File: config.mk
export PLATFORM = sky130hd
export DESIGN_NAME = transmit
export DESIGN_NICKNAME = d
export VERILOG_FILES = /design/src/rtl/baud.sv /design/src/rtl/transmit.sv
export SDC_FILE = /design/constraint.sdc
export NUM_CORES = 1
export LEC_CHECK = 0
export CORE_ASPECT_RATIO = 1.1
export CORE_MARGIN = 2
export CORE_UTILIZATION = 40
export CTS_BUF_LIST = sky130_fd_sc_hd__clkbuf_8
export CTS_CLUSTER_SIZE = 30
export DETAILED_ROUTE_END_ITERATION = 16
export GPL_TIMING_DRIVEN = 0
export PLACE_DENSITY = 0.67
export SLEW_MARGIN = 20
export SYNTH_ARGS = -nofsm -noshare
export SYNTH_HDL_FRONTEND = slang
export SYNTH_HIERARCHICAL = 1
export SYNTH_SLANG_ARGS = --single-unit
export TNS_END_PERCENT = 30
File: constraint.sdc
create_clock -name clk -period 2.4 [get_ports clk]
set_input_delay 0.48 -clock clk [delete_from_list [all_inputs] [get_ports clk]]
set_output_delay 0.48 -clock clk [all_outputs]
set_load 0.005 [all_outputs]
File: src/rtl/baud.sv
// Baud divider: counts 0..DIV-1, pulses tick_o on the terminal count.
// restart_i forces the count back to zero so a new frame starts on a clean bit boundary.
module baud #(
  parameter int DIV = 1250
) (
  input  logic clk,
  input  logic rst,
  input  logic restart_i,
  output logic tick_o
);

  localparam int W = (DIV > 1) ? $clog2(DIV) : 1;

  logic [W-1:0] cnt_q, cnt_d;

  assign tick_o = (cnt_q == W'(DIV - 1));

  always_comb begin
    cnt_d = cnt_q + 1'b1;
    if (restart_i || tick_o) cnt_d = '0;
  end

  always_ff @(posedge clk or posedge rst) begin
    if (rst) cnt_q <= '0;
    else     cnt_q <= cnt_d;
  end

endmodule

File: src/rtl/transmit.sv
// UART transmitter, 8 data bits, 1 or 2 stop bits, one-entry holding register.
// States: IDLE line high | START start bit | DATA shifting dat[0..7] | STOP stop bit(s)
module transmit #(
  parameter int BAUD = 9600,
  parameter int FREQ = 12000000,
  parameter int STOP = 1
) (
  input  logic       clk,
  input  logic       rst,
  input  logic       stb,
  input  logic [7:0] dat,
  output logic       rdy,
  output logic       txd
);

  localparam int DIV = FREQ / BAUD;

  typedef enum logic [1:0] {S_IDLE, S_START, S_DATA, S_STOP} state_t;

  state_t     state_q, state_d;
  logic [7:0] shift_q, shift_d;
  logic [7:0] hold_q, hold_d;
  logic       hold_full_q, hold_full_d;
  logic [2:0] bit_q, bit_d;
  logic       rdy_q, rdy_d;
  logic       txd_q, txd_d;
  logic       xfer, load_dat, restart, tick;

  baud #(.DIV(DIV)) u_baud (
    .clk      (clk),
    .rst      (rst),
    .restart_i(restart),
    .tick_o   (tick)
  );

  assign xfer = stb && rdy_q;
  assign rdy  = rdy_q;
  assign txd  = txd_q;

  always_comb begin
    state_d     = state_q;
    shift_d     = shift_q;
    hold_d      = hold_q;
    hold_full_d = hold_full_q;
    bit_d       = bit_q;
    load_dat    = 1'b0;
    restart     = 1'b0;

    case (state_q)
      S_IDLE: begin
        if (xfer) begin
          shift_d  = dat;
          load_dat = 1'b1;
          restart  = 1'b1;
          bit_d    = '0;
          state_d  = S_START;
        end
      end
      S_START: begin
        if (tick) state_d = S_DATA;
      end
      S_DATA: begin
        if (tick) begin
          shift_d = {1'b0, shift_q[7:1]};
          if (bit_q == 3'd7) begin
            bit_d   = '0;
            state_d = S_STOP;
          end else begin
            bit_d = bit_q + 3'd1;
          end
        end
      end
      S_STOP: begin
        if (tick) begin
          if (bit_q == 3'(STOP - 1)) begin
            bit_d = '0;
            // Queued byte takes priority; otherwise a same-cycle transfer bypasses the holding register.
            if (hold_full_q) begin
              shift_d     = hold_q;
              hold_full_d = 1'b0;
              restart     = 1'b1;
              state_d     = S_START;
            end else if (xfer) begin
              shift_d  = dat;
              load_dat = 1'b1;
              restart  = 1'b1;
              state_d  = S_START;
            end else begin
              state_d = S_IDLE;
            end
          end else begin
            bit_d = bit_q + 3'd1;
          end
        end
      end
      default: state_d = S_IDLE;
    endcase

    if (xfer && !load_dat) begin
      hold_d      = dat;
      hold_full_d = 1'b1;
    end

    rdy_d = !hold_full_d;

    case (state_d)
      S_START: txd_d = 1'b0;
      S_DATA:  txd_d = shift_d[0];
      default: txd_d = 1'b1;
    endcase
  end

  always_ff @(posedge clk or posedge rst) begin
    if (rst) begin
      state_q     <= S_IDLE;
      shift_q     <= '0;
      hold_q      <= '0;
      hold_full_q <= 1'b0;
      bit_q       <= '0;
      rdy_q       <= 1'b1;
      txd_q       <= 1'b1;
    end else begin
      state_q     <= state_d;
      shift_q     <= shift_d;
      hold_q      <= hold_d;
      hold_full_q <= hold_full_d;
      bit_q       <= bit_d;
      rdy_q       <= rdy_d;
      txd_q       <= txd_d;
    end
  end

endmodule

# Word-level counts from Yosys, hierarchy flattened
# Cells that the tools add are included.
dict set report classes {
  eq_ne 11
  n_mux 36
  reduce_logical 10
  n_addsub 2
}
# operator n
set ops {}
lappend ops {{$mux 8} 5}
lappend ops {{$pmux 8 s3} 1}
lappend ops {{$mux 3} 5}
lappend ops {{$mux 1} 13}
lappend ops {{$mux 2} 6}
lappend ops {{$add 11x1->11 const B} 1}
lappend ops {{$eq 11x11->1 const B} 1}
lappend ops {{$mux 11} 1}
lappend ops {{$pmux 3 s3} 1}
lappend ops {{$pmux 2 s4} 1}
lappend ops {{$reduce_and 4->1} 2}
lappend ops {{$eq 2x2->1 const B} 3}
lappend ops {{$pmux 1 s2} 3}
lappend ops {{$eq 2x1->1 const B} 2}
lappend ops {{$ne 2x1->1 const B} 2}
lappend ops {{$ne 2x2->1 const B} 2}
lappend ops {{$add 3x1->3 const B} 1}
lappend ops {{$eq 3x3->1 const B} 1}
lappend ops {{$logic_not 3->1} 1}
lappend ops {{$reduce_bool 3->1} 1}
lappend ops {{$logic_and 1x1->1} 2}
lappend ops {{$logic_not 1->1} 2}
lappend ops {{$logic_not 2->1} 1}
lappend ops {{$logic_or 1x1->1} 1}
dict set report word_totals {
  reg_bits 35
  output_inout_bits 2
  inputBits 11
  word_cells 68
}

# Longest topological paths before layout
dict set report depth {
  depth_word 10
  mapped_depth 12
  depth_no_buf 11
}

# Hierarchy
# Netlist, hierarchy kept.
# module cells_per_inst area_per_inst_um2 instances
set modules_own_cells {}
lappend modules_own_cells {transmit 117 1358.8 1}
lappend modules_own_cells {baud 55 555.5 1}

# Least setup slack after synthesis
# OpenSTA, ideal clock, no wires.
dict set report synth_timing {
  kind {reg2reg}
  from {reg u_baud.cnt_q[3]}
  to {reg hold_q[1]}
  arrival_ns 2.285
  required_time_ns 2.275
  setup_slack_ns -0.009
  stages_incl_launch_ff 8
  period_less_slack_ns 2.409
  path_cell_list {dfrtp_1 or4_4 nor3_1 buf_6 nand4b_2 o21ba_2 o21ai_4 mux2_2}
}
dict set report synth_via {
  elab_chain_len 5
}
# element line
set synth_lines {}
lappend synth_lines {{start, declared} baud.sv:14} ;# logic [W-1:0] cnt_q, cnt_d;
lappend synth_lines {{start signal, assigned} baud.sv:25} ;# else cnt_q <= cnt_d;
lappend synth_lines {{$eq 11x11->1} baud.sv:16} ;# assign tick_o = (cnt_q == W'(DIV - 1));
lappend synth_lines {{named net tick} transmit.sv:27} ;# logic xfer, load_dat, restart, tick;
lappend synth_lines {{$mux 1} transmit.sv:74} ;# if (tick) begin
lappend synth_lines {{$pmux 1 s2} transmit.sv:49} ;# case (state_q)
lappend synth_lines {{$logic_not 1->1} transmit.sv:99} ;# if (xfer && !load_dat) begin
lappend synth_lines {{$logic_and 1x1->1} transmit.sv:99}
lappend synth_lines {{end signal, assigned} transmit.sv:125} ;# hold_q <= hold_d;
lappend synth_lines {{end, declared} transmit.sv:22} ;# logic [7:0] hold_q, hold_d;
# The timed path passes the listed nets, and every way through them passes these cells.
# A chain may end at the register's enable or synchronous reset.

# Worst setup path in the final report
dict set report layout_timing {
  from {reg u_baud.cnt_q[4]}
  to {reg hold_q[7]}
}
# The elaborated chain is that of the path after synthesis.

==> summary.md <==
| Metric | Value |
|---|---|
| Post-synthesis sequential area ratio | 45.9% |
| WL final | 3750 um |
| LEAKAGE | 1.01 nW |
| Commonest non-fill, non-tap cell in the layout | dfrtp_1 |
| Distinct cells, synth | 49 |
| Crit path top cell by count | buf_6 |
| Die height | 76.6 um |
| Synth area leaders | dfrtp_1 43%, ha_1 6.5%, mux2_2 4.7% |
| Final setup fails | 0 |
| CTS Buffer Depth | 2 |
| Share of layout cells above drive strength 1 | 24.0% |
| Min cycle time layout | 2.38 ns |
| Fin nets | 220 |
| Placer Congestion | 0.777 |
| Synthesized area per cell | 11.1 um^2 |
| Post-synth ARST share | 100% |
| HP Class | reg2reg |
| Post-route setup slack | 0.0202 ns |
| DRC Markers | 0 |
| Synthesized flop and latch total | 35 |
| Worst rel slew slack | 39.5% |
| Area grow syn2layout | 21.9% |
| Synth Warn # | 6 |
| Post-synth EDFFs | 0 |
| Gr usage total | 15.3% |
| Cell Chain, Critical Path | or4_4 -> nor3_4 -> buf_6 -> nand4b_4 -> o21ba_4 -> o21ai_4 -> buf_6 -> mux2_4 |
| Power Density | 447 nW/um^2 |
| Final Hold Vio Count | 0 |
| Port Buffers | 12 |
| RSZ-0062 raised after global routing | true |
| DR vias/cell | 5.42 |
| Req. time, crit path | 2.58 ns |
| H-tree Lvls | 2 |
| Die width | 70.0 um |
| Gate Count Post-Synth | 172 |
| Max-slew violation count | 0 |
| Fin Clk Skew | 0.00717 ns |
| Footprint of the multi-input gates | 1030 um^2 |
| Most frequent cells in the layout | 31 x dfrtp_1, 15 x inv_1, 12 x clkdlybuf4s50_1 |
| Register area | 881 um^2 |
| Largest net degree at the start of global routing | 25 |
| Design Area, Final | 2330 um^2 |
| Crit-path slowest cell | or4_4 |
| Crit path kind | reg2reg |
| # fillers | 427 |
| Hold path start | shift_q[7]$_DFFE_PP0P_ |
| CP arrival | 2.56 ns |
| Starting Density | 41.4% |
| Total Die Area | 5360 um^2 |
| Area leader, netlist | dfrtp_1 |
| R2r startpoint | u_baud/cnt_q[4]$_DFF_PP0_ |
| Number of global-route vias before repair | 1,352 |
| Worst flop-to-flop path endpoint | hold_q[7]$_DFFE_PP0P_ |
| Grt total ovfl | 0 |
| CTS tree | done |
| Slowest Stage Delay on Critical Path | 0.56 ns |
| Via count | 1,388 |
| Synthesized Nets | 193 |
| Cell Area, Synth | 1910 um^2 |
| First drt pass iteration count | 5 |
| Actual slew at the worst max-slew pin | 0.907 ns |
| Initial DRC Count | 79 |
| Max cap viols | 0 |
| FF-to-FF setup slack | 0.02 ns |
| Worst vdd rail ir drop | 307 uV |
| Top cell type's share of synthesized area | 43.1% |
| Maximum clock frequency | 420 MHz |
| Clock latency on the worst-skew pair | 0.30 ns |
| HPWL Detailed | 2470 um |
| WL per Instance | 14.6 um |
| CTS clk-pin slew, worst paths | 0.07 ns |
| Clock Root Buffer | clkbuf_8 |
| Worst setup EP type | flop |
| Critical path peak fanout | 6 |
| Top FF cell, synth | dfrtp_1 |
| Startpoint types | flop |
| I/O pins | 13 |
| Global-route wire length before repair | 6360 um |
| Crit share post-route | 99.2% |
| Worst hold stages | 1 |
| Status | completed |
| Diode count | 0 |
| Antenna violations before repair | 0 |
| Core Box Area | 4620 um^2 |
| Hold EP | shift_q[7]$_DFFE_PP0P_ |
| Antenna Violating Nets Remaining | 0 |
| Pre-CTS setup slack | -0.209 ns |
| Number of CTS-inserted buffers | 5 |
| Area after DPL | 2110 um^2 |
| Row count | 26 |
| Reg2Reg Depth | 8 |
| Clock sinks | 35 |
[critical path, delay by kind of cell (launching register included)]
kind            cells  cell delay (ns)
simple gates        3             0.85
buf+inv             2             0.31
flops               1             0.40
compound gates      2             0.41
mux                 1             0.30
[cells in the mapped netlist (2+ instances only)]
library cell and instances:
o2bb2ai_1 7, and2_1 2, dfrtp_1 33, inv_1 14, a21oi_1 10, nand3b_1 2, o21ai_0 8, a222oi_1 6
nor2_1 10, xor2_1 2, clkbuf_1 2, mux2_2 8, or4_1 3, dfstp_2 2, ha_1 10, o31ai_1 3
buf_6 2, nand2_1 8, nand3_1 6, nand4_1 2, or3_1 3, nand2b_1 2
[through the flow]
stage / utilization (%) / hold slack (ns) / cells / power [mW] / setup TNS [ns]
final: 50.5 / 0.493 / 256 / 1.04 / 0
after global routing: 50.5 / 0.518 / 256 / 1.09 / -0.748
after CTS: 49.9 / 0.495 / 256 / 1.05 / -0.183
after detailed placement: 45.7 / 0.480 / 240 / 0.632 / -2.92
after global placement: 45.7 / 0.476 / 240 / 0.632 / -2.76
after floorplan: - / 0.332 / 172 / 0.610 / 0
[sequential cells by signal, summed over array words and instances (netlist names)]
signal	count
bit_q	3
hold_full_q	1
hold_q	8
rdy	1
shift_q	8
state_q	2
txd	1
u_baud/cnt_q	11
[power by group]
group | switching, mW | internal [mW] | leakage, nW
logic | 0.0156 | 0.0150 | 0.519
registers | 0 | 0.590 | 0.443
clock network | 0.224 | 0.198 | 0.0453
total | 0.240 | 0.803 | 1.01
[layer usage]
layer	part of all wire (%)	global-route usage (%)	vias up	wire, um
met3	3.5	4.63	6	131
met4	2.1	7.31	0	77
met1	47	19.7	670	1750
li1	-	-	697	-
met5	0	0	-	0
met2	48	23.3	15	1790
[cells by family (layout without fill, tap and decap cells)]
group / after synthesis / after routing / synth area share, %
AOI/OAI and AO/OA: 49 / 49 / 21.4
xor gates and xnor gates: 3 / 3 / 1.37
adders and majority gates: 10 / 10 / 6.54
buffers and inverters: 18 / 46 / 4.31
DFF: 35 / 35 / 45.9
muxes: 11 / 11 / 6.60
and+or+nand+nor: 46 / 46 / 13.9
[area by class of cell]
type	instances	area share (%)
flip-flops and latches	35	37.7
clock inverters	3	0.697
clock buffers	5	2.95
multi-input cells	119	44.1
plain buffers	4	1.29
well taps	56	3.00
repair buffers	20	7.94
inverters	14	2.25
[worst max path at each step]
stage,start,endpoint,slack [ns],depth (start not counted)
2_1_floorplan,u_baud/cnt_q[3]$_DFF_PP0_,hold_q[1]$_DFFE_PP0P_,0.02,7
3_3_place_gp,u_baud/cnt_q[3]$_DFF_PP0_,hold_q[6]$_DFFE_PP0P_,-0.21,7
3_5_place_dp,u_baud/cnt_q[3]$_DFF_PP0_,hold_q[6]$_DFFE_PP0P_,-0.21,7
4_1_cts,u_baud/cnt_q[4]$_DFF_PP0_,hold_q[2]$_DFFE_PP0P_,-0.03,8
5_1_grt,u_baud/cnt_q[4]$_DFF_PP0_,hold_q[5]$_DFFE_PP0P_,-0.07,8
6_report,u_baud/cnt_q[4]$_DFF_PP0_,hold_q[7]$_DFFE_PP0P_,0.02,8
[timing repair]
item,4_1_cts,5_1_grt
gates cloned,1,0
resized for setup,12,8
hold buffers,0,0
buffers inserted,7,0
pin swaps,4,3
endpoints found under the setup margin,28,30
No activity file was read; power rests on OpenSTA's default activity.
